### src/rtl/sfu_array.sv
// sfu_array: multi-lane special function unit.
// Accumulates one saturating signed partial sum per output channel over a tile
// of beats delimited by in_last, then applies optional ReLU and holds the tile
// result behind a valid/ready output register. The out_valid flag is the only
// control state; the beat counter is the only tile-position state.
module sfu_array #(
    parameter int col     = 8,
    parameter int psum_bw = 16,
    parameter int cnt_bw  = 8
) (
    input  logic                     clk,
    input  logic                     reset,
    input  logic                     in_valid,
    output logic                     in_ready,
    input  logic                     in_last,
    input  logic [col*psum_bw-1:0]   psum_in,
    input  logic                     relu_en,
    output logic                     out_valid,
    input  logic                     out_ready,
    output logic [col*psum_bw-1:0]   sfp_out,
    output logic [col-1:0]           out_ovf,
    output logic [cnt_bw-1:0]        out_beats
);

    logic [psum_bw-1:0]       acc [col];
    logic [col-1:0]           ovf;
    logic [cnt_bw-1:0]        cnt;

    logic [psum_bw:0]         sum [col];
    logic [psum_bw-1:0]       sat_val [col];
    logic [col-1:0]           sat_hit;
    logic [col*psum_bw-1:0]   result;
    logic [cnt_bw-1:0]        cnt_inc;
    logic                     in_fire;

    // A held result blocks input unless it is being drained this very cycle,
    // which gives one tile per cycle when tiles are a single beat long.
    assign in_ready = !out_valid || out_ready;
    assign in_fire  = in_valid && in_ready;
    assign cnt_inc  = (cnt == '1) ? cnt : cnt + cnt_bw'(1);

    // Per-lane widened add, clamp on signed overflow, and ReLU on the clamped value.
    always_comb begin
        result  = '0;
        sat_hit = '0;
        for (int c = 0; c < col; c++) begin
            sum[c] = {acc[c][psum_bw-1], acc[c]}
                   + {psum_in[c*psum_bw+psum_bw-1], psum_in[c*psum_bw +: psum_bw]};
            // The two top bits of the widened sum differ only when the true
            // result does not fit in psum_bw bits; the top bit gives the direction.
            sat_hit[c] = sum[c][psum_bw] ^ sum[c][psum_bw-1];
            if (!sat_hit[c]) begin
                sat_val[c] = sum[c][psum_bw-1:0];
            end else if (sum[c][psum_bw]) begin
                sat_val[c] = {1'b1, {(psum_bw-1){1'b0}}};
            end else begin
                sat_val[c] = {1'b0, {(psum_bw-1){1'b1}}};
            end
            result[c*psum_bw +: psum_bw] = (relu_en && sat_val[c][psum_bw-1]) ? '0 : sat_val[c];
        end
    end

    // Tile accumulation state; a last beat hands off to the output and restarts the tile.
    always_ff @(posedge clk or posedge reset) begin
        if (reset) begin
            for (int c = 0; c < col; c++) acc[c] <= '0;
            ovf <= '0;
            cnt <= '0;
        end else if (in_fire) begin
            if (in_last) begin
                for (int c = 0; c < col; c++) acc[c] <= '0;
                ovf <= '0;
                cnt <= '0;
            end else begin
                for (int c = 0; c < col; c++) acc[c] <= sat_val[c];
                ovf <= ovf | sat_hit;
                cnt <= cnt_inc;
            end
        end
    end

    // Output register: loaded by a last beat, released when the consumer takes it.
    always_ff @(posedge clk or posedge reset) begin
        if (reset) begin
            out_valid <= 1'b0;
            sfp_out   <= '0;
            out_ovf   <= '0;
            out_beats <= '0;
        end else if (in_fire && in_last) begin
            out_valid <= 1'b1;
            sfp_out   <= result;
            out_ovf   <= ovf | sat_hit;
            out_beats <= cnt_inc;
        end else if (out_valid && out_ready) begin
            out_valid <= 1'b0;
        end
    end

endmodule

### config.mk
export PLATFORM = sky130hd
export DESIGN_NAME = sfu_array
export DESIGN_NICKNAME = d
export VERILOG_FILES = /design/src/rtl/sfu_array.sv
export SDC_FILE = /design/constraint.sdc
export NUM_CORES = 1
export LEC_CHECK = 0
export BUFFER_PORTS_ARGS = -buffer_cell sky130_fd_sc_hd__buf_2
export CORE_MARGIN = 2
export CORE_UTILIZATION = 40
export DETAILED_ROUTE_END_ITERATION = 12
export GPL_TIMING_DRIVEN = 1
export PLACE_DENSITY = 0.68
export SKIP_LAST_GASP = 1
export SLEW_MARGIN = 30
export SYNTH_ARGS = -nofsm -noshare
export SYNTH_HDL_FRONTEND = slang
export SYNTH_SLANG_ARGS = --single-unit
export TNS_END_PERCENT = 5
### constraint.sdc
create_clock -name clk -period 13.75 [get_ports clk]
set_input_delay 3.4375 -clock clk [delete_from_list [all_inputs] [get_ports clk]]
set_output_delay 3.4375 -clock clk [all_outputs]
set_load 0.005 [all_outputs]
==> results.sh <==
export IMPL_dp_hpwl_microns=33300
export IMPL_power_share_switching_pct=40.4
export IMPL_r2r_end="sfp_out[83]"
export IMPL_first_pass_iters=5
export IMPL_maxSlewViolCount=0
export IMPL_combPwrFrac_pct=50.8
export IMPL_p_per_area_mw_per_mm2=244
export IMPL_post_route_util_pct=47.9
export IMPL_final_common_cell="dfrtp_1"
export IMPL_period_share_pct=53.4
export IMPL_worstMarginPinSlew_ns=0.988
export IMPL_endpoint="in_ready"
export IMPL_fin_tns_setup_ns=0
export IMPL_grt_pass1_wl_microns=76900
export IMPL_postCtsSetupBuffers=0
export IMPL_synth_distinct_cells=75
export IMPL_vias=14410
export IMPL_switchingPower_mw=1.98
export IMPL_portBuffers=279
export IMPL_clock_root_buffer="clkbuf_16"
export IMPL_multi_input_area_sq_mm=0.00922
export IMPL_drive_gt1_share_pct=20.5
export IMPL_final_area_sq_mm=0.0201
export IMPL_die_x_microns=210
export IMPL_final_cell_mix="dfrtp_1 (289), buf_2 (280), a221o_1 (156)"
export IMPL_placed_cell_area_sq_mm=0.0188
export IMPL_maxCapViolations=0
export IMPL_ir_worst_vdd_mv=0.125
export IMPL_p_seq_share_pct=28.8
export IMPL_routed_wirelength_microns=48500
export IMPL_critPathKind="in -> out"
export IMPL_rsz0062_at_grt="false"
export IMPL_synth_edf_count=0
export IMPL_insertion_delay_ns=0.56
export IMPL_reg2reg_slack_ns=9.42
export IMPL_async_flop_share_pct=100
export IMPL_worst_path_max_fanout=5
export IMPL_yosysWarningCount=0
export IMPL_ys_ff_latch=289
export IMPL_seqCellArea_sq_mm=0.00723
export IMPL_syn_inst=1670
export IMPL_place_congestion=0.907
export IMPL_dp_cells=2416
export IMPL_die_h_microns=210
export IMPL_cts_hold_buf=0
export IMPL_fin_cells=2486
export IMPL_pre_cts_slack_ns=6.25
export IMPL_r2r_start="acc[32]"
export IMPL_status="complete, no violations"
export IMPL_dr_first_iter_drc_count=877
export IMPL_fin_ws_ns=6.41
export IMPL_maxSlewHeadroom_pct=33.9
export IMPL_internal_power_mw=2.92
export IMPL_synth_nets=1955
export IMPL_cts_tree="yes"
export IMPL_cts_resized=0
export IMPL_clk_pin_slew_ns=0.05
export IMPL_critPathLaunch="out_ready"
export IMPL_grt_pass1_vias=14507
export IMPL_drc=0
export IMPL_worstPathArrival_ns=3.91
export IMPL_rows=75
export IMPL_setup_viol=0
export IMPL_end_kind="primary output"
export IMPL_syn_area_sq_mm=0.0170
export IMPL_antenna_found_initial=1
export IMPL_grt_max_degree=78
export IMPL_start_util_pct=40.4
export IMPL_hold_viol=0
export IMPL_track_usage_pct=21.7
export IMPL_setup_worst_path_start_class="input port"
export IMPL_cts_buffers=37
export IMPL_clockBufferDepth=3
export IMPL_avgViaCountPerCell=5.80
export IMPL_fill_cells=3914
export IMPL_fin_worst_skew_ns=0.0179
export IMPL_rr_worst_depth=16
export IMPL_synth_avg_cell_area_sq_um=10.2
export IMPL_drtAntennaViolNets=0
export IMPL_final_nets=2203
export IMPL_min_path_type="reg -> reg"
export IMPL_overflow=0
export IMPL_cp_required_ns=10.31
export IMPL_wl_per_cell_microns=19.5
export IMPL_core_sq_mm=0.0419
export IMPL_cts_sinks=289
export IMPL_synth_main_ff_cell="dfrtp_1"
export IMPL_timing_final_crit_period_ns=7.34
export IMPL_die_area_sq_mm=0.0441
export IMPL_ys_seq_area_share_pct=42.6
export IMPL_area_growth_pct=18.6
export IMPL_p_leak_nw=9.86
export IMPL_h_tree_depth=2
export IMPL_ios=280
export IMPL_max_freq_ghz=0.136
export IMPL_p_clk_share_pct=20.4
synth_stat cells, types with 6 or more instances:
cell type | n | area (sq um)
dfrtp_1 | 289 | 7230
a221o_1 | 156 | 1560
ha_1 | 143 | 1790
nand2_1 | 135 | 507
o21ai_0 | 131 | 656
nor2_1 | 113 | 424
a21oi_1 | 100 | 500
xnor2_1 | 67 | 587
clkbuf_1 | 66 | 248
inv_1 | 49 | 184
a21o_1 | 41 | 308
xor2_1 | 41 | 359
o21a_1 | 29 | 218
nor3_1 | 26 | 130
nand2b_1 | 21 | 131
nor2b_1 | 19 | 119
o31ai_1 | 18 | 135
o21bai_1 | 16 | 120
nand3_1 | 15 | 75.1
a21boi_0 | 13 | 97.6
buf_2 | 12 | 60.1
a211o_1 | 10 | 87.6
a211oi_1 | 10 | 75.1
a221o_2 | 10 | 113
a22o_1 | 10 | 87.6
a31oi_1 | 9 | 56.3
and3_1 | 8 | 50.1
fa_1 | 8 | 160
o31a_1 | 8 | 70.1
o22ai_1 | 7 | 43.8
and2_1 | 6 | 37.5
o211ai_1 | 6 | 45.0
metal layers:
metal / part of all wire (%) / global-route usage, % / up-vias
li1: - / - / 6793
met1: 44 / 28.1 / 7093
met2: 47 / 35.5 / 415
met3: 6.2 / 4.59 / 107
met4: 3.4 / 8.71 / 2
met5: 0.027 / 0 / -
state kept, by name, summed over array words and instances (netlist names):
register	cells
acc	128
out_ovf	8
out_valid	1
sfp_out	128
cnt	8
out_beats	8
ovf	8
worst min path at each step:
stage	startpoint	end	slack, ns	depth (start not counted)
final	acc[79]	acc[79]	0.48	2
after floorplan	acc[111]	acc[111]	0.45	2
after global routing	sfp_out[25]	sfp_out[25]	0.50	1
after global placement	sfp_out[111]	sfp_out[111]	0.46	2
after CTS	acc[79]	acc[79]	0.48	2
after detailed placement	sfp_out[31]	sfp_out[31]	0.47	2
kinds of logic after synthesis:
| family | after synthesis | share of synthesized area [%] |
|---|---|---|
| compound gates | 616 | 27.1 |
| xor+xnor | 108 | 5.58 |
| flops | 289 | 42.6 |
| buf+inv | 134 | 3.22 |
| mux | 2 | 0.118 |
| fa+ha+maj | 151 | 11.5 |
| simple gates | 370 | 9.86 |
layout make-up:
| class | count | area share (%) |
|---|---|---|
| multi-input cells | 1247 | 45.9 |
| flip-flops and latches | 289 | 36.0 |
| repair buffers | 294 | 7.69 |
| clock buffers | 55 | 5.60 |
| well taps | 539 | 3.35 |
| inverters | 49 | 0.952 |
| clock inverters | 12 | 0.585 |
| diodes | 1 | 0.0124 |
per-stage QoR:
step	power, mW	hold slack, ns
after floorplan	3.21	0.453
after global routing	5.28	0.499
after global placement	3.81	0.456
after CTS	4.91	0.483
after detailed placement	3.88	0.470
final	4.90	0.477
power groups by stage:
stage	Sequential [mW]	Combinational (mW)	Clock, mW
final	1.41	2.49	0.999
after detailed placement	1.42	2.47	0
after global placement	1.41	2.40	0
after CTS	1.41	2.48	1.02
after floorplan	1.39	1.82	0
after global routing	1.45	2.78	1.05
worst max-delay path, cell delays in order:
cell and delay, ns:
buf_2 0.09, nand2b_1 0.21, buf_2 0.17
Note: power is estimated with default switching activity, not from simulation.
